`config.mk`:
```
export PLATFORM = sky130hd
export DESIGN_NAME = regfile_stream_port_flat
export DESIGN_NICKNAME = d
export VERILOG_FILES = /design/src/rtl/regfile_stream_port_if.sv /design/src/rtl/regfile_stream_port.sv /design/src/flat_wrapper.sv
export SDC_FILE = /design/constraint.sdc
export NUM_CORES = 1
export LEC_CHECK = 0
export BUFFER_PORTS_ARGS = -buffer_cell sky130_fd_sc_hd__buf_2
export CORE_ASPECT_RATIO = 1.25
export CORE_MARGIN = 8
export CORE_UTILIZATION = 43
export DETAILED_ROUTE_END_ITERATION = 10
export GPL_TIMING_DRIVEN = 0
export PLACE_DENSITY = 0.77
export SLEW_MARGIN = 30
export SYNTH_ARGS = -nofsm -noshare
export SYNTH_HDL_FRONTEND = slang
export SYNTH_SLANG_ARGS = --single-unit
```
`constraint.sdc`:
```
create_clock -name clock -period 2.1 [get_ports clock]
set_input_delay 0.105 -clock clock [delete_from_list [all_inputs] [get_ports clock]]
set_output_delay 0.105 -clock clock [all_outputs]
set_load 0.005 [all_outputs]
```
`src/rtl/regfile_stream_port_if.sv`:
```
// Command, load/dump stream, core and RAM-side signals of one register-file slice port.
// Latency: none (wires only); backpressure carried by cmd/in/out valid-ready pairs.
interface regfile_stream_port_if #(
    parameter int ADDR_W = 5,
    parameter int WIDTH  = 16
);
    logic              cmd_valid;
    logic              cmd_ready;
    logic              cmd_op;
    logic [ADDR_W-1:0] cmd_base;
    logic [ADDR_W:0]   cmd_count;
    logic              in_valid;
    logic              in_ready;
    logic [WIDTH-1:0]  in_data;
    logic              out_valid;
    logic              out_ready;
    logic [WIDTH-1:0]  out_data;
    logic              done;
    logic              busy;
    logic              core_we;
    logic [ADDR_W-1:0] core_addr;
    logic [WIDTH-1:0]  core_din;
    logic [WIDTH-1:0]  core_dout;
    logic              ram_we;
    logic [ADDR_W-1:0] ram_addr;
    logic [WIDTH-1:0]  ram_din;
    logic [WIDTH-1:0]  ram_dout;

    modport slave (
        input  cmd_valid, cmd_op, cmd_base, cmd_count,
        input  in_valid, in_data, out_ready,
        input  core_we, core_addr, core_din, ram_dout,
        output cmd_ready, in_ready, out_valid, out_data, done, busy,
        output core_dout, ram_we, ram_addr, ram_din
    );

    modport master (
        output cmd_valid, cmd_op, cmd_base, cmd_count,
        output in_valid, in_data, out_ready,
        output core_we, core_addr, core_din, ram_dout,
        input  cmd_ready, in_ready, out_valid, out_data, done, busy,
        input  core_dout, ram_we, ram_addr, ram_din
    );
endinterface

```
`src/rtl/regfile_stream_port.sv`:
```
// Streaming load/dump controller owning a 32x16 LUT-RAM port while busy; core passes through when idle.
// Latency: LOAD writes same cycle as handshake, DUMP word one cycle after fetch; stalls hold out_data.
module regfile_stream_port #(
    parameter int DEPTH = 32,
    parameter int WIDTH = 16
) (
    input logic                  clock,
    input logic                  reset,
    regfile_stream_port_if.slave bus
);
    localparam int ADDR_W = $clog2(DEPTH);
    localparam int CNT_W  = ADDR_W + 1;

    typedef enum logic [1:0] {S_IDLE, S_LOAD, S_DUMP, S_DONE} state_t;

    state_t            state_q, state_d;
    logic [ADDR_W-1:0] ptr_q, ptr_d;
    logic [CNT_W-1:0]  n_q, n_d;
    logic [CNT_W-1:0]  idx_q, idx_d;
    logic [CNT_W-1:0]  sent_q, sent_d;
    logic              out_valid_q, out_valid_d;
    logic [WIDTH-1:0]  out_data_q, out_data_d;
    logic [CNT_W-1:0]  cnt_sat;
    logic              fill;
    logic              drain;

    assign cnt_sat = (bus.cmd_count > CNT_W'(DEPTH)) ? CNT_W'(DEPTH) : bus.cmd_count;
    // idx counts words fetched into the output register, sent counts words handed downstream.
    assign fill    = (state_q == S_DUMP) && (!out_valid_q || bus.out_ready) && (idx_q < n_q);
    assign drain   = out_valid_q && bus.out_ready;

    always_comb begin
        state_d       = state_q;
        ptr_d         = ptr_q;
        n_d           = n_q;
        idx_d         = idx_q;
        sent_d        = sent_q;
        out_valid_d   = out_valid_q;
        out_data_d    = out_data_q;
        bus.cmd_ready = 1'b0;
        bus.in_ready  = 1'b0;
        bus.ram_we    = 1'b0;
        bus.ram_addr  = ptr_q;
        bus.ram_din   = bus.in_data;
        case (state_q)
            S_IDLE: begin
                bus.cmd_ready = 1'b1;
                bus.ram_we    = bus.core_we;
                bus.ram_addr  = bus.core_addr;
                bus.ram_din   = bus.core_din;
                if (bus.cmd_valid) begin
                    ptr_d  = bus.cmd_base;
                    n_d    = cnt_sat;
                    idx_d  = '0;
                    sent_d = '0;
                    if (cnt_sat == '0)   state_d = S_DONE;
                    else if (bus.cmd_op) state_d = S_DUMP;
                    else                 state_d = S_LOAD;
                end
            end
            S_LOAD: begin
                bus.in_ready = 1'b1;
                bus.ram_we   = bus.in_valid;
                if (bus.in_valid) begin
                    ptr_d = ptr_q + ADDR_W'(1);
                    idx_d = idx_q + CNT_W'(1);
                    if (idx_q == n_q - CNT_W'(1)) state_d = S_DONE;
                end
            end
            S_DUMP: begin
                if (fill) begin
                    out_data_d  = bus.ram_dout;
                    out_valid_d = 1'b1;
                    ptr_d       = ptr_q + ADDR_W'(1);
                    idx_d       = idx_q + CNT_W'(1);
                end else if (drain) begin
                    out_valid_d = 1'b0;
                end
                if (drain) begin
                    sent_d = sent_q + CNT_W'(1);
                    if (sent_q == n_q - CNT_W'(1)) state_d = S_DONE;
                end
            end
            S_DONE: state_d = S_IDLE;
            default: state_d = S_IDLE;
        endcase
    end

    always_ff @(posedge clock) begin
        if (reset) begin
            state_q     <= S_IDLE;
            ptr_q       <= '0;
            n_q         <= '0;
            idx_q       <= '0;
            sent_q      <= '0;
            out_valid_q <= 1'b0;
            out_data_q  <= '0;
        end else begin
            state_q     <= state_d;
            ptr_q       <= ptr_d;
            n_q         <= n_d;
            idx_q       <= idx_d;
            sent_q      <= sent_d;
            out_valid_q <= out_valid_d;
            out_data_q  <= out_data_d;
        end
    end

    assign bus.out_valid = out_valid_q;
    assign bus.out_data  = out_data_q;
    assign bus.done      = (state_q == S_DONE);
    assign bus.busy      = (state_q != S_IDLE);
    assign bus.core_dout = bus.ram_dout;
endmodule

```
`src/flat_wrapper.sv`:
```
// flat-port wrapper written by rule: the top's interface ports become plain ports
module regfile_stream_port_flat 
#(
    parameter int DEPTH = 32,
    parameter int WIDTH = 16
)
  (clock, reset, bus_cmd_valid, bus_cmd_op, bus_cmd_base, bus_cmd_count, bus_in_valid, bus_in_data, bus_out_ready, bus_core_we, bus_core_addr, bus_core_din, bus_ram_dout, bus_cmd_ready, bus_in_ready, bus_out_valid, bus_out_data, bus_done, bus_busy, bus_core_dout, bus_ram_we, bus_ram_addr, bus_ram_din);
  regfile_stream_port_if #(.ADDR_W(5), .WIDTH(WIDTH)) bus_i ();
  input logic clock;
  input logic reset;
  input wire logic [$bits(bus_i.cmd_valid)-1:0] bus_cmd_valid;
  input wire logic [$bits(bus_i.cmd_op)-1:0] bus_cmd_op;
  input wire logic [$bits(bus_i.cmd_base)-1:0] bus_cmd_base;
  input wire logic [$bits(bus_i.cmd_count)-1:0] bus_cmd_count;
  input wire logic [$bits(bus_i.in_valid)-1:0] bus_in_valid;
  input wire logic [$bits(bus_i.in_data)-1:0] bus_in_data;
  input wire logic [$bits(bus_i.out_ready)-1:0] bus_out_ready;
  input wire logic [$bits(bus_i.core_we)-1:0] bus_core_we;
  input wire logic [$bits(bus_i.core_addr)-1:0] bus_core_addr;
  input wire logic [$bits(bus_i.core_din)-1:0] bus_core_din;
  input wire logic [$bits(bus_i.ram_dout)-1:0] bus_ram_dout;
  output wire logic [$bits(bus_i.cmd_ready)-1:0] bus_cmd_ready;
  output wire logic [$bits(bus_i.in_ready)-1:0] bus_in_ready;
  output wire logic [$bits(bus_i.out_valid)-1:0] bus_out_valid;
  output wire logic [$bits(bus_i.out_data)-1:0] bus_out_data;
  output wire logic [$bits(bus_i.done)-1:0] bus_done;
  output wire logic [$bits(bus_i.busy)-1:0] bus_busy;
  output wire logic [$bits(bus_i.core_dout)-1:0] bus_core_dout;
  output wire logic [$bits(bus_i.ram_we)-1:0] bus_ram_we;
  output wire logic [$bits(bus_i.ram_addr)-1:0] bus_ram_addr;
  output wire logic [$bits(bus_i.ram_din)-1:0] bus_ram_din;
  assign bus_i.cmd_valid = bus_cmd_valid;
  assign bus_i.cmd_op = bus_cmd_op;
  assign bus_i.cmd_base = bus_cmd_base;
  assign bus_i.cmd_count = bus_cmd_count;
  assign bus_i.in_valid = bus_in_valid;
  assign bus_i.in_data = bus_in_data;
  assign bus_i.out_ready = bus_out_ready;
  assign bus_i.core_we = bus_core_we;
  assign bus_i.core_addr = bus_core_addr;
  assign bus_i.core_din = bus_core_din;
  assign bus_i.ram_dout = bus_ram_dout;
  assign bus_cmd_ready = bus_i.cmd_ready;
  assign bus_in_ready = bus_i.in_ready;
  assign bus_out_valid = bus_i.out_valid;
  assign bus_out_data = bus_i.out_data;
  assign bus_done = bus_i.done;
  assign bus_busy = bus_i.busy;
  assign bus_core_dout = bus_i.core_dout;
  assign bus_ram_we = bus_i.ram_we;
  assign bus_ram_addr = bus_i.ram_addr;
  assign bus_ram_din = bus_i.ram_din;
  regfile_stream_port #(.DEPTH(DEPTH), .WIDTH(WIDTH)) u_core (.clock(clock), .reset(reset), .bus(bus_i));
endmodule
```
==> results summary, run 1 <==
The layout cell share with drive strength beyond 1 came out at 45.3%. After synthesis, the cell types taking the most area are dfxtp_1 (29%), mux2_2 (9.4%), a21oi_1 (6.3%). The worst-skew pair later-pin latency is 300 ps.

The clock skew after layout came out at 8.33 ps. Setup repair after global routing could not meet its margin everywhere. Counting tap cells, the placed design contains a total of 573 instances. The number of design rule violations left after detail routing is 0. Among the stages of the critical path, the cell type that occurs most often is or4_4.

The count of nets left with antenna violations after detail routing is 0. The overall via count from detail_route is 3,014. The boundary pin count is 130. The register area share after synthesis is 29.3%. The worst slew margin relative to its limit came out at 61.7%. The number of synthesis warnings is 0. The number of placement rows is 33. The number of flip-flops and latches in the synthesized netlist is 42. The worst setup path is captured at a register. The mapped cell area is 0.00287 sq mm. The maximum clock path buffer count is 2. The area fraction in and, or, nand and nor cells after synthesis is 20.9%.

The flow ran to the end, and the final reports show no timing, DRC or antenna violations. The via count of the first global-routing pass came out at 3,091. The most used flip-flop cell after synthesis is dfxtp_1.

The clock-pin slew reported for the worst setup and hold paths after clock tree synthesis came out at 80 ps. The total negative slack came out at 0 ps. The gate count after technology mapping came out at 357. The mux contribution to synthesized area came out at 10.5%. The die covers 0.00956 sq mm. By startpoint and endpoint, the worst setup path is classified as reg2reg. The area growth from synthesis to layout is 37.0%. Of the total synthesized cell area, the portion taken by full adders, half adders and majority gates is 6.10%. The number of diodes came out at 0. The largest stage delay on the critical path is 530 ps. The pre-antenna-repair detailed-routing pass consisted of 4 iterations. Summing the areas of all xor and xnor instances in the mapped netlist gives 3.97% of the synthesized area.

The remaining global-route overflow is 0. Leaving out filler cells and counting taps, the final layout contains 586. The routability congestion estimate came out at 0.881.

The die is 89.1 um wide. Across every metal layer, demand over resource in global routing totals 18.7%. The count of input and output buffers is 129. The maximum number of pins on one net before global-route repair came out at 14.

The final count of hold timing violations is 0. The average cell area after synthesis is 8.04 sq um. The worst setup path is launched from a register.

The number of library cell types mapped by synthesis came out at 55. Setup violations remaining at the end of the flow were counted as 0. The max-slew violation total from the final report was 0.

The HPWL after detailed placement is 6970 um. The core region area came out at 0.00652 sq mm. The data required time at the worst endpoint is 2330 ps.

The number of clock buffers added by TritonCTS is 5. The number of inserted filler cells in the final layout came out at 605. For this design, the slowest cell found on the critical path is or4_4. The tree is rooted in a clkbuf_8. The mean routed wirelength per cell is 15.4 um.

For this run, the post-layout net count is 583. The min-delay analysis places its worst path in the category in2reg. Along the worst path, the maximum fanout reaches 3. The count of routing violations after the opening detailed-route iteration is 141.

The synthesized-area fraction occupied by ao, oa, aoi and oai cells came out at 19.6%. The H-tree generated during clock tree synthesis spans 2 levels. The first-pass GRT wire length came out at 14,400 um. The peak supply drop came out at 0.625 mV.

The number of sinks on the clock net is 42. The die height is 107 um. The timing-limited maximum frequency came out at 491 MHz.

The initial core utilization came out at 44.0%. For this block, the routed nets add up to 9000 um of wire. The transition at the pin with the smallest max-transition slack is 575 ps. The number of antenna violations at the first check in global routing is 0.

For this design the static power due to leakage is 1.77 nW. Hold repair after CTS inserted 0 buffers. The post-placement cell area came out at 0.00362 sq mm. Subtracting the final worst setup slack from the clock period gives 2040 ps. The critical path goes through or4_4, or4_4, nand2_4, a2111oi_4, o21ai_2, mux2i_1. The largest family of logic cells by synthesized area is simple AND/OR/NAND/NOR gates.

The post-synth net total is 442. TritonCTS built the clock tree. After synthesis, the largest area contributor takes up 29.3% of total cell area. The count of max-cap constraint violations is 0.

The cell area power density is 1030 mW/mm^2. Dividing the detail-routed via count by the number of cells gives 5.14. In the finished design, the share of the clock period the worst path needs comes to 97.1%. Summing all non-filler instances in the final layout gives an area of 0.00393 sq mm. Counting flops with an async set or reset pin after synthesis yields a share of 0%. For the worst setup path, the data arrival time is 2270 ps. The number of flops mapped to enable cells by yosys is 0.

Summed over all instances, the cell type with the most area after synthesis is dfxtp_1.
## layer usage
| layer | vias to the layer above | routed length, um | global-route usage [%] |
|---|---|---|---|
| met4 | 0 | 230 | 8.22 |
| met5 | - | 0 | 0 |
| met2 | 63 | 5140 | 34.4 |
| met3 | 19 | 222 | 2.75 |
| li1 | 1528 | - | - |
| met1 | 1404 | 3410 | 20.1 |
## critical path, delay by kind of cell, from the launching register on
| family | cells | cell delay [ps] |
|---|---|---|
| multiplexers | 1 | 220 |
| flip-flops | 1 | 350 |
| AO/OA/AOI/OAI | 2 | 280 |
| AND/OR/NAND/NOR | 3 | 1120 |
## path summary, 6_finish.rpt
path / end / slack [ps] / startpoint / cells after the start
setup / recovery: u_core.state_q[0] / 60 / u_core.n_q[2] / 6
hold / removal: u_core.bus.out_data[0] / 60 / bus_ram_dout[0] / 3
hold reg to reg: u_core.bus.out_data[7] / 480 / u_core.bus.out_data[7] / 2
setup reg to reg: u_core.state_q[0] / 60 / u_core.n_q[2] / 6
## per-stage QoR
stage | total power, W | setup WS, ps | hold WS, ps | utilization (%)
finish | 0.00406 | 61.6 | 60.3 | 60.3
global route | 0.00435 | -43.3 | 62.7 | 60.3
CTS | 0.00381 | 0.901 | 55.0 | 57.7
detailed placement | 0.00317 | -284 | 377 | 55.6
global placement | 0.00310 | -193 | 371 | 55.6
floorplan | 0.00248 | 97.8 | 253 | -
## logic make-up after synthesis
family,after synthesis
xor gates and xnor gates,13
buffers and inverters,53
and+or+nand+nor,116
adders and majority gates,14
muxes,27
DFF,42
AOI/OAI and AO/OA,92
## cells in the mapped netlist, types with 2 or more instances
cell type	n
o31ai_1	3
xor2_1	8
nand3_1	31
a22oi_1	2
buf_4	16
o21ai_0	10
nor2b_1	4
nor2_1	23
dfxtp_1	42
clkbuf_1	12
o21ai_1	18
nand3b_1	2
nand2b_1	9
nor3b_1	7
buf_1	3
a311o_1	2
mux2_2	24
mux2i_1	3
or2_2	2
xnor2_1	5
a21o_1	2
nand2_1	21
o21a_1	2
and2_1	6
a21oi_1	36
buf_2	8
nand4_1	2
or3_1	2
ha_1	14
inv_1	13
## sequential cells by signal, indices dropped and copies added, names as in the netlist
register,cells
u_core.bus.out_data,16
u_core.bus.out_valid,1
u_core.idx_q,6
u_core.n_q,6
u_core.ptr_q,5
u_core.sent_q,6
u_core.state_q,2
## layout make-up
cell class | count | area [sq um] | share of cell area [%]
multi-input combinational | 262 | 1870 | 47.6
sequential | 42 | 855 | 21.7
timing repair buffer | 136 | 698 | 17.8
buffer | 38 | 254 | 6.46
tap | 87 | 109 | 2.77
clock buffer | 7 | 86.3 | 2.20
inverter | 13 | 48.8 | 1.24
clock inverter | 1 | 8.76 | 0.223
## report_power, final
| part | leakage [nW] | total [W] | switching, W | internal, W |
|---|---|---|---|---|
| combinational | 1.38 | 0.00248 | 0.00131 | 0.00117 |
| clock | 0.0489 | 0.000555 | 0.000283 | 0.000272 |
| sequential | 0.344 | 0.00103 | 0.000107 | 0.000919 |
| total | 1.77 | 0.00406 | 0.00170 | 0.00236 |
## layout by cell type, fill, tap and decap left out, types with 4 or more instances in the layout
| cell | instances |
|---|---|
| clkbuf_1 | 8 |
| xnor2_1 | 5 |
| xor2_1 | 8 |
| nor2_1 | 23 |
| o21ai_0 | 10 |
| nand2b_1 | 9 |
| o21ai_1 | 14 |
| nor3b_1 | 7 |
| inv_1 | 13 |
| clkbuf_8 | 6 |
| and2_1 | 6 |
| buf_4 | 26 |
| nand2_1 | 20 |
| mux2_2 | 24 |
| nor2b_1 | 4 |
| ha_1 | 13 |
| a21oi_1 | 33 |
| dfxtp_2 | 5 |
| nand3_1 | 31 |
| o21ai_2 | 4 |
| buf_2 | 132 |
| dfxtp_1 | 35 |
## timing repair
item	in CTS	in global routing
cloned	0	0
gates resized for setup	15	42
buffers inserted	1	6
hold endpoints to repair	0	0
setup endpoints to repair	46	39
pin swaps	1	14
No activity file was read; power rests on OpenSTA's default activity.
==> run 2, diff against run 1 <==
- REMOVE_ABC_BUFFERS: unset -> 1
==> run 2 against run 1 <==
Sequential share of layout area grew 1.4 points. Sequential power about the same. Die area unchanged. Highest routed layer unchanged.
==> results summary, run 2 (synthesis gave the netlist of run 1 again) <==
The endpoint class of the critical path is a register (unchanged). The number of flip-flops in the largest register is 16 (unchanged). Most frequent cells in the layout: buf_2 (129), dfxtp_1 (35), a21oi_1 (34) (was buf_2 (132), dfxtp_1 (35), a21oi_1 (33)). The area growth from synthesis to layout was 28.5% (was 37.0%).

The type of the most critical hold path is in2reg (unchanged). The maximum number of pins on one net before global-route repair was 42 (was 14). The depth of the CTS H-tree came out at 2 (unchanged). The setup-violating endpoint count in the final report is 0 (unchanged). The kind of start point of the critical path was a register (unchanged). The boundary pin count came to 130 (unchanged).

The number of diodes was 0 (unchanged). The final worst-path setup slack came out at 81.3 ps (was 61.6 ps). The number of nets at the end of the flow is 547 (was 583). The count of routing violations after the opening detailed-route iteration is 91 (was 141). The max-slew violation total from the final report is 0 (unchanged). The peak supply drop is 0.780 mV (was 0.625 mV). The first-pass GRT wire length came out at 12,200 um (was 14,400 um). The root buffer cell is clkbuf_8 (unchanged). The kind of critical path was reg2reg (unchanged). The number of optimization iterations in the first detailed-route pass came out at 5 (was 4). The shortest period the worst path allows is 2020 ps (was 2040 ps).

Run status: finished, final reports clean (unchanged). The CTS tree is built (unchanged). The remaining global-route overflow was 0 (unchanged).

The routed wire length came out at 7700 um (was 9000 um). The timing-limited maximum frequency came to 495 MHz (was 491 MHz). The mean routed wirelength per cell is 14.0 um (was 15.4 um). The count of input and output buffers came out at 129 (unchanged).

The endpoint of the lowest-slack register-to-register path is u_core.bus.out_data[5] (was u_core.state_q[0]). The die outline area came out at 0.00956 sq mm (unchanged). The data required time at the worst endpoint is 2250 ps (was 2330 ps). The final non-filler cell total was 550 (was 586). The count of nets left with antenna violations after detail routing came to 0 (unchanged). The count of buffering cells on the critical path with inverters included is 1 (was 0). The number of cells on the worst reg-to-reg path came out at 8 (was 6).

The net load switching power is 0.00159 W (was 0.00170 W). The post-detailed-route via-to-cell ratio is 5.28 (was 5.14). The total track usage is 15.4% (was 18.7%).

The number of hold buffers added after CTS came out at 0 (unchanged). The clock skew after layout is 9.09 ps (was 8.33 ps). The startpoint of the worst hold path is bus_ram_dout[11] (was bus_ram_dout[0]).

The worst-skew pair later-pin latency is 300 ps (about the same). The post-route fraction of the period consumed by the critical path came out at 96.1% (was 97.1%). The final count of hold timing violations was 0 (unchanged). The pre-CTS setup slack came to -555 ps (was -284 ps).

The via count of the first global-routing pass is 2,790 (was 3,091). The core region area came out at 0.00652 sq mm (unchanged). The reg-to-reg startpoint is u_core.n_q[1] (was u_core.n_q[2]).

The worst hold path cell count is 3 (unchanged). The clock-pin slew reported for the worst setup and hold paths after clock tree synthesis came out at 80 ps (about the same). The die outline width is 89.1 um (unchanged). The largest driver fanout on the critical path is 16 (was 3). The layout cell share with drive strength beyond 1 was 42.3% (was 45.3%). The worst slew margin relative to its limit came out at 52.8% (was 61.7%). The number of placement rows is 33 (unchanged).

The initial core utilization came out at 44.0% (unchanged). The half-perimeter wire length after detailed placement is 5770 um (was 6970 um). The total negative slack was 0 ps (unchanged). The clock network fraction of total power came to 13.2% (was 13.7%). The die height was 107 um (unchanged). The routability congestion estimate came out at 0.812 (was 0.881). The maximum clock path buffer count is 2 (unchanged). Series of cell instances along the critical path: inv_1, ha_1, nor2b_1, o211a_1, o21a_1, o21a_4, o21ai_0, a21oi_1 (was or4_4, or4_4, nand2_4, a2111oi_4, o21ai_2, mux2i_1).

The leakage power summed over all cells came out at 1.62 nW (was 1.77 nW). The cell area power density came to 1050 mW/mm^2 (was 1030 mW/mm^2). The overall via count from detail_route is 2,905 (was 3,014). The relative contribution of sequential cells to total power was 26.7% (was 25.3%). The arrival time of data at the critical path endpoint came out at 2170 ps (was 2270 ps). The worst min-delay path endpoint is u_core.bus.out_data[11] (was u_core.bus.out_data[0]). The combinational group share of total power is 60.1% (was 61.1%). The number of buffers added by the clock tree synthesis step came out at 5 (unchanged).

The number of antenna violations at the first check in global routing is 0 (unchanged). The count of max-cap constraint violations came out at 0 (unchanged). The share of the core filled with cells in the final layout is 56.5% (was 60.3%). The worst hold slack across all endpoints came to 64.8 ps (was 60.3 ps). The fraction of power spent switching nets is 40.9% (was 41.9%). The number of inserted filler cells in the final layout came to 602 (was 605). The largest stage delay on the critical path came to 360 ps (was 530 ps).

The most common library cell in the layout ignoring fill and taps was buf_2 (unchanged). The critical path's top delay family is compound AO/OA/AOI/OAI gates (was simple AND/OR/NAND/NOR gates). The minimum setup slack among reg-to-reg paths came to 80 ps (was 60 ps). The number of sinks on the clock net is 42 (unchanged). The number of design rule violations left after detail routing is 0 (unchanged). The cell with the largest stage delay on the worst path is dfxtp_2 (was or4_4).

The internal power is 0.00230 W (was 0.00236 W). The cell total after placement came out at 533 (was 573). The transition at the pin with the smallest max-transition slack came out at 709 ps (was 575 ps).
## run 2: cell types whose count changed in the layout (fill, tap and decap cells not counted), sizes merged
| cell | delta |
|---|---|
| clkinv | +2 |
| clkbuf | -13 |
| inv | -1 |
| buf | -24 |
## run 2: metal layers
metal / vias up / global-route usage [%] / part of all wire, %
li1: 1460 / - / -
met5: - / 0 / 0
met2: 131 / 27.0 / 48
met1: 1307 / 17.4 / 41
met3: 7 / 4.20 / 9.8
met4: 0 / 4.77 / 1.2
## run 2: worst max path at each step
stage                            startpoint                endpoint  slack (ps)  cells after the start
final                         u_core.n_q[1]  u_core.bus.out_data[5]          80                      8
after global placement    u_core.state_q[0]         u_core.idx_q[5]        -720                      8
after CTS                 u_core.state_q[1]       u_core.state_q[1]          20                      8
after detailed placement  u_core.state_q[0]         u_core.ptr_q[0]        -550                      7
after global routing          u_core.n_q[0]       u_core.state_q[0]         -10                      8
after floorplan           u_core.state_q[0]         u_core.idx_q[4]        -190                      8
## run 2: worst register-to-register path, stage by stage (launching register included)
cell     delay [ps]
dfxtp_2         360
inv_1           100
ha_1            270
nor2b_1         130
o211a_1         230
o21a_1          240
o21a_4          280
o21ai_0         180
a21oi_1          80
## run 2: final cells by class
type / instances / area, sq um / area share [%]
clock inverters: 2 / 13.8 / 0.373
well taps: 87 / 109 / 2.95
flip-flops and latches: 42 / 852 / 23.1
multi-input cells: 262 / 1860 / 50.5
clock buffers: 6 / 72.6 / 1.97
repair buffers: 138 / 729 / 19.8
inverters: 13 / 48.8 / 1.32
## run 2: stage by stage
step                power, W  cell area (sq um)
finish               0.00389               3690
global route         0.00419               3690
CTS                  0.00374               3580
detailed placement   0.00302               3400
global placement     0.00295               3400
floorplan            0.00236               2640
## run 2: power groups by stage
stage	Clock [W]	Combinational, W	Sequential (W)
floorplan	0	0.00134	0.00103
global placement	0	0.00191	0.00104
detailed placement	0	0.00197	0.00105
CTS	0.000537	0.00217	0.00103
global route	0.000579	0.00255	0.00106
finish	0.000515	0.00234	0.00104
## run 2: what timing repair did
item	CTS	global route
setup buffers	4	5
gates cloned	0	0
gates resized for setup	12	16
endpoints found under the setup margin	34	30
pin swaps	3	2
==> run 3, diff against run 2 <==
- ABC_AREA: unset -> 1
- CORE_UTILIZATION: 43 -> 42
==> run 3 against run 2 <==
Register-to-register slack better by 40 ps. Cell area is 4.0% lower. Sequential share of layout area is 0.82 points higher. Global-route usage is 1.5 points higher. Highest routed layer unchanged. Largest cell class unchanged. Total power is 16% higher. Count of clock-buffer cells in the layout is 1 lower. Non-clock buffer count is 2 higher. Sequential power is 12% higher. Critical path type unchanged. Die area is 3.1% lower. Wire length is 2.4% higher. Core utilization is 0.52 points higher. Critical path depth is 4 higher. Critical endpoint is now u_core.idx_q[3].
==> results summary, run 3 <==
Run status: finished, final reports clean (unchanged). The timing-limited maximum frequency came out at 505 MHz (was 495 MHz). The worst slew margin relative to its limit came out at 45.4% (was 52.8%). The reg-to-reg startpoint is u_core.state_q[0] (was u_core.n_q[1]). The kind of critical path was reg2reg (unchanged).

The total track usage was 16.9% (was 15.4%). The number of antenna violations at the first check in global routing is 0 (unchanged). The initial core utilization is 43.5% (was 44.0%). The area fraction in and, or, nand and nor cells after synthesis came out at 34.3% (was 20.9%). The post-route fraction of the period consumed by the critical path is 94.3% (was 96.1%). The number of flops mapped to enable cells by yosys came out at 0 (unchanged). The count of input and output buffers is 129 (unchanged). The synthesized-area fraction occupied by ao, oa, aoi and oai cells is 13.4% (was 19.6%). The routed wire length is 7890 um (was 7700 um). The number of cells on the worst reg-to-reg path is 12 (was 8).

The data required time at the worst endpoint came out at 2290 ps (was 2250 ps). The root buffer cell is clkbuf_8 (unchanged). The share of the synthesized netlist area taken by xor and xnor gates is 2.92% (was 3.97%). The die outline width was 87.7 um (was 89.1 um). The arrival time of data at the critical path endpoint was 2170 ps (about the same).

The type of the most critical hold path was in2reg (unchanged). The die height is 106 um (was 107 um). The average cell area after synthesis came out at 6.53 sq um (was 8.04 sq um). The endpoint of the lowest-slack register-to-register path was u_core.idx_q[3] (was u_core.bus.out_data[5]).

The cell area power density came out at 1280 mW/mm^2 (was 1050 mW/mm^2). The mux contribution to synthesized area is 0% (was 10.5%). The die outline area came out at 0.00926 sq mm (was 0.00956 sq mm). The overall via count from detail_route came out at 3,017 (was 2,905). The most common library cell in the layout ignoring fill and taps is buf_2 (unchanged). The net load switching power is 0.00203 W (was 0.00159 W). The count of routing violations after the opening detailed-route iteration is 99 (was 91). The first element of the critical path was u_core.state_q[0] (was u_core.n_q[1]). The share of synthesized cell area in full adder, half adder and majority cells came to 6.49% (was 6.10%). The setup-violating endpoint count in the final report came out at 0 (unchanged). The clock-pin slew reported for the worst setup and hold paths after clock tree synthesis is 80 ps (about the same).

The largest driver fanout on the critical path is 6 (was 16). The CTS tree is built (unchanged). The internal power came out at 0.00249 W (was 0.00230 W).

The kind of start point of the critical path is a register (unchanged). The number of flip-flops and latches in the synthesized netlist was 42 (unchanged). The number of diodes came out at 0 (unchanged). The routing usage on met1 is 17.1% (was 17.4%). The fraction of power spent switching nets came out at 44.9% (was 40.9%). The met2 track demand over resource in global routing was 30.9% (was 27.0%).

The endpoint class of the critical path is a register (unchanged). The finished layout cell area came to 0.00354 sq mm (was 0.00369 sq mm). Largest cells by area after synthesis: dfxtp_1 (31%), nand2_1 (17%), nor2_1 (8.6%) (was dfxtp_1 (29%), mux2_2 (9.4%), a21oi_1 (6.3%)).

The max-slew violation total from the final report came out at 0 (unchanged). The remaining global-route overflow is 0 (unchanged). The mean routed wirelength per cell is 12.7 um (was 14.0 um).

The post-detailed-route via-to-cell ratio is 4.87 (was 5.28). The share of the core filled with cells in the final layout is 57.0% (was 56.5%). The register area share after synthesis came to 31.2% (was 29.3%). The number of library cell types mapped by synthesis is 34 (was 55). Top cells by instance count after synthesis: nand2_1 (120), nor2_1 (62), dfxtp_1 (42), inv_1 (35), o21ai_0 (31) (was dfxtp_1 (42), a21oi_1 (36), nand3_1 (31), mux2_2 (24), nor2_1 (23)). The number of buffers added by the clock tree synthesis step is 5 (unchanged). The most used flip-flop cell after synthesis was dfxtp_1 (unchanged). The count of max-cap constraint violations was 0 (unchanged). The number of synthesis warnings is 0 (unchanged).

The layout cell share with drive strength beyond 1 came to 32.5% (was 42.3%). The cell with the largest stage delay on the worst path is dfxtp_2 (unchanged). The area growth from synthesis to layout is 31.2% (was 28.5%). The timing endpoint of the critical path is u_core.idx_q[3] (was u_core.bus.out_data[5]). The number of flip-flops in the largest register came out at 16 (unchanged). The number of sinks on the clock net came out at 42 (unchanged).

The leakage power summed over all cells came to 1.82 nW (was 1.62 nW). The via count of the first global-routing pass came out at 3,004 (was 2,790). The minimum setup slack among reg-to-reg paths came to 120 ps (was 80 ps). The peak supply drop came out at 0.808 mV (was 0.780 mV).

The fraction of met3 tracks used by global routing is 5.98% (was 4.20%). The worst hold path cell count is 3 (unchanged). The depth of the CTS H-tree came out at 2 (unchanged). The shortest period the worst path allows is 1980 ps (was 2020 ps). The relative contribution of sequential cells to total power is 25.6% (was 26.7%). The mapped cell area came out at 0.00270 sq mm (was 0.00287 sq mm). The clock network fraction of total power came to 14.0% (was 13.2%). Most frequent cells in the layout: buf_2 (129), nand2_1 (118), nor2_1 (62) (was buf_2 (129), dfxtp_1 (35), a21oi_1 (34)). The maximum clock path buffer count is 2 (unchanged). The gate count after technology mapping came to 413 (was 357). The clock skew after layout is 5.61 ps (was 9.09 ps). The combinational group share of total power is 60.4% (was 60.1%). The count of nets left with antenna violations after detail routing was 0 (unchanged).

The layer carrying the most global-route usage is met2 (unchanged). The number of design rule violations left after detail routing is 0 (unchanged). The worst-skew pair later-pin latency was 300 ps (about the same). The number of nets at the end of the flow came out at 619 (was 547). The half-perimeter wire length after detailed placement was 6100 um (was 5770 um). The fraction of post-synthesis cell area in the top cell type by area is 31.2% (was 29.3%). The boundary pin count came out at 130 (unchanged).

The pre-CTS setup slack is -1080 ps (was -555 ps). The most area-hungry cell type in the Yosys netlist was dfxtp_1 (unchanged). The number of optimization iterations in the first detailed-route pass came out at 4 (was 5). The final count of hold timing violations came out at 0 (unchanged). The largest family of logic cells by synthesized area is simple AND/OR/NAND/NOR gates (unchanged). The routability congestion estimate came out at 0.898 (was 0.812).

The core region area came to 0.00621 sq mm (was 0.00652 sq mm). The number of placement rows came to 32 (was 33). The final worst-path setup slack was 119 ps (was 81.3 ps). The maximum number of pins on one net before global-route repair is 26 (was 42). The transition at the pin with the smallest max-transition slack came out at 818 ps (was 709 ps).

The post-placement cell area came to 0.00328 sq mm (was 0.00340 sq mm). The first-pass GRT wire length was 12,800 um (was 12,200 um). The largest stage delay on the critical path came out at 340 ps (was 360 ps). The proportion of register bits with asynchronous set or reset after synthesis is 0% (unchanged). The most frequent cell after synthesis is nand2_1 (was dfxtp_1). Series of cell instances along the critical path: inv_2, ha_4, inv_2, nor2_2, nand2_2, a21oi_4, nand3_4, a21oi_4, buf_6, nand2_1, xor2_1, nor2_1 (was inv_1, ha_1, nor2b_1, o211a_1, o21a_1, o21a_4, o21ai_0, a21oi_1).
[run 3: through the flow]
stage / setup TNS, ps / hold WS (ps) / instances / power [W]
after global routing: -16.1 / 59.5 / 620 / 0.00497
after floorplan: -5010 / 167 / 386 / 0.00268
after CTS: 0 / 57.7 / 615 / 0.00442
after detailed placement: -21840 / 372 / 600 / 0.00355
final: 0 / 55.7 / 620 / 0.00451
after global placement: -16360 / 360 / 600 / 0.00346
[run 3: layout make-up]
| class | instances | area (sq um) |
|---|---|---|
| clock buffer | 5 | 68.8 |
| clock inverter | 3 | 40.0 |
| fill | 578 | 2670 |
| inverter | 38 | 149 |
| multi-input combinational | 306 | 1580 |
| sequential | 42 | 847 |
| tap | 85 | 106 |
| timing repair buffer | 140 | 739 |
| timing repair inverter | 1 | 5.00 |
[run 3: critical path: cells and delay by family, from the launching register on]
kind	cells	cell delay [ps]
DFF	1	340
and+or+nand+nor	5	420
xor gates and xnor gates	1	150
adders and majority gates	1	170
AOI/OAI and AO/OA	2	450
buffers and inverters	3	330
[run 3: logic make-up (layout without fill, tap and decap cells)]
logic type	count (synthesis)	in the layout
simple gates	223	223
buf+inv	65	187
compound gates	60	60
flops	42	42
fa+ha+maj	14	14
xor+xnor	9	9
[run 3: metal layers]
layer	routed length, um	vias up
met3	899	7
met4	69	0
met2	3720	136
li1	-	1555
met5	0	-
met1	3200	1319
[run 3: power groups by stage]
stage	Sequential (W)	Combinational (W)	Clock [W]
finish	0.00116	0.00273	0.000631
global route	0.00119	0.00310	0.000688
CTS	0.00115	0.00263	0.000649
detailed placement	0.00116	0.00238	0
global placement	0.00116	0.00230	0
floorplan	0.00115	0.00153	0
[run 3: how the worst min path moves through the flow]
| stage | startpoint | endpoint | slack (ps) |
|---|---|---|---|
| floorplan | reset | u_core.idx_q[4] | 170 |
| global placement | bus_cmd_count[1] | u_core.n_q[1] | 360 |
| detailed placement | bus_cmd_count[1] | u_core.n_q[1] | 370 |
| CTS | bus_cmd_count[2] | u_core.n_q[2] | 60 |
| global route | bus_cmd_count[2] | u_core.n_q[2] | 60 |
| finish | bus_cmd_count[4] | u_core.n_q[4] | 60 |
[run 3: timing repair]
action,CTS,global route
pin swaps,3,3
gates cloned,1,0
hold buffers,0,0
gates resized for setup,6,13
setup buffers,6,5
setup endpoints to repair,60,36
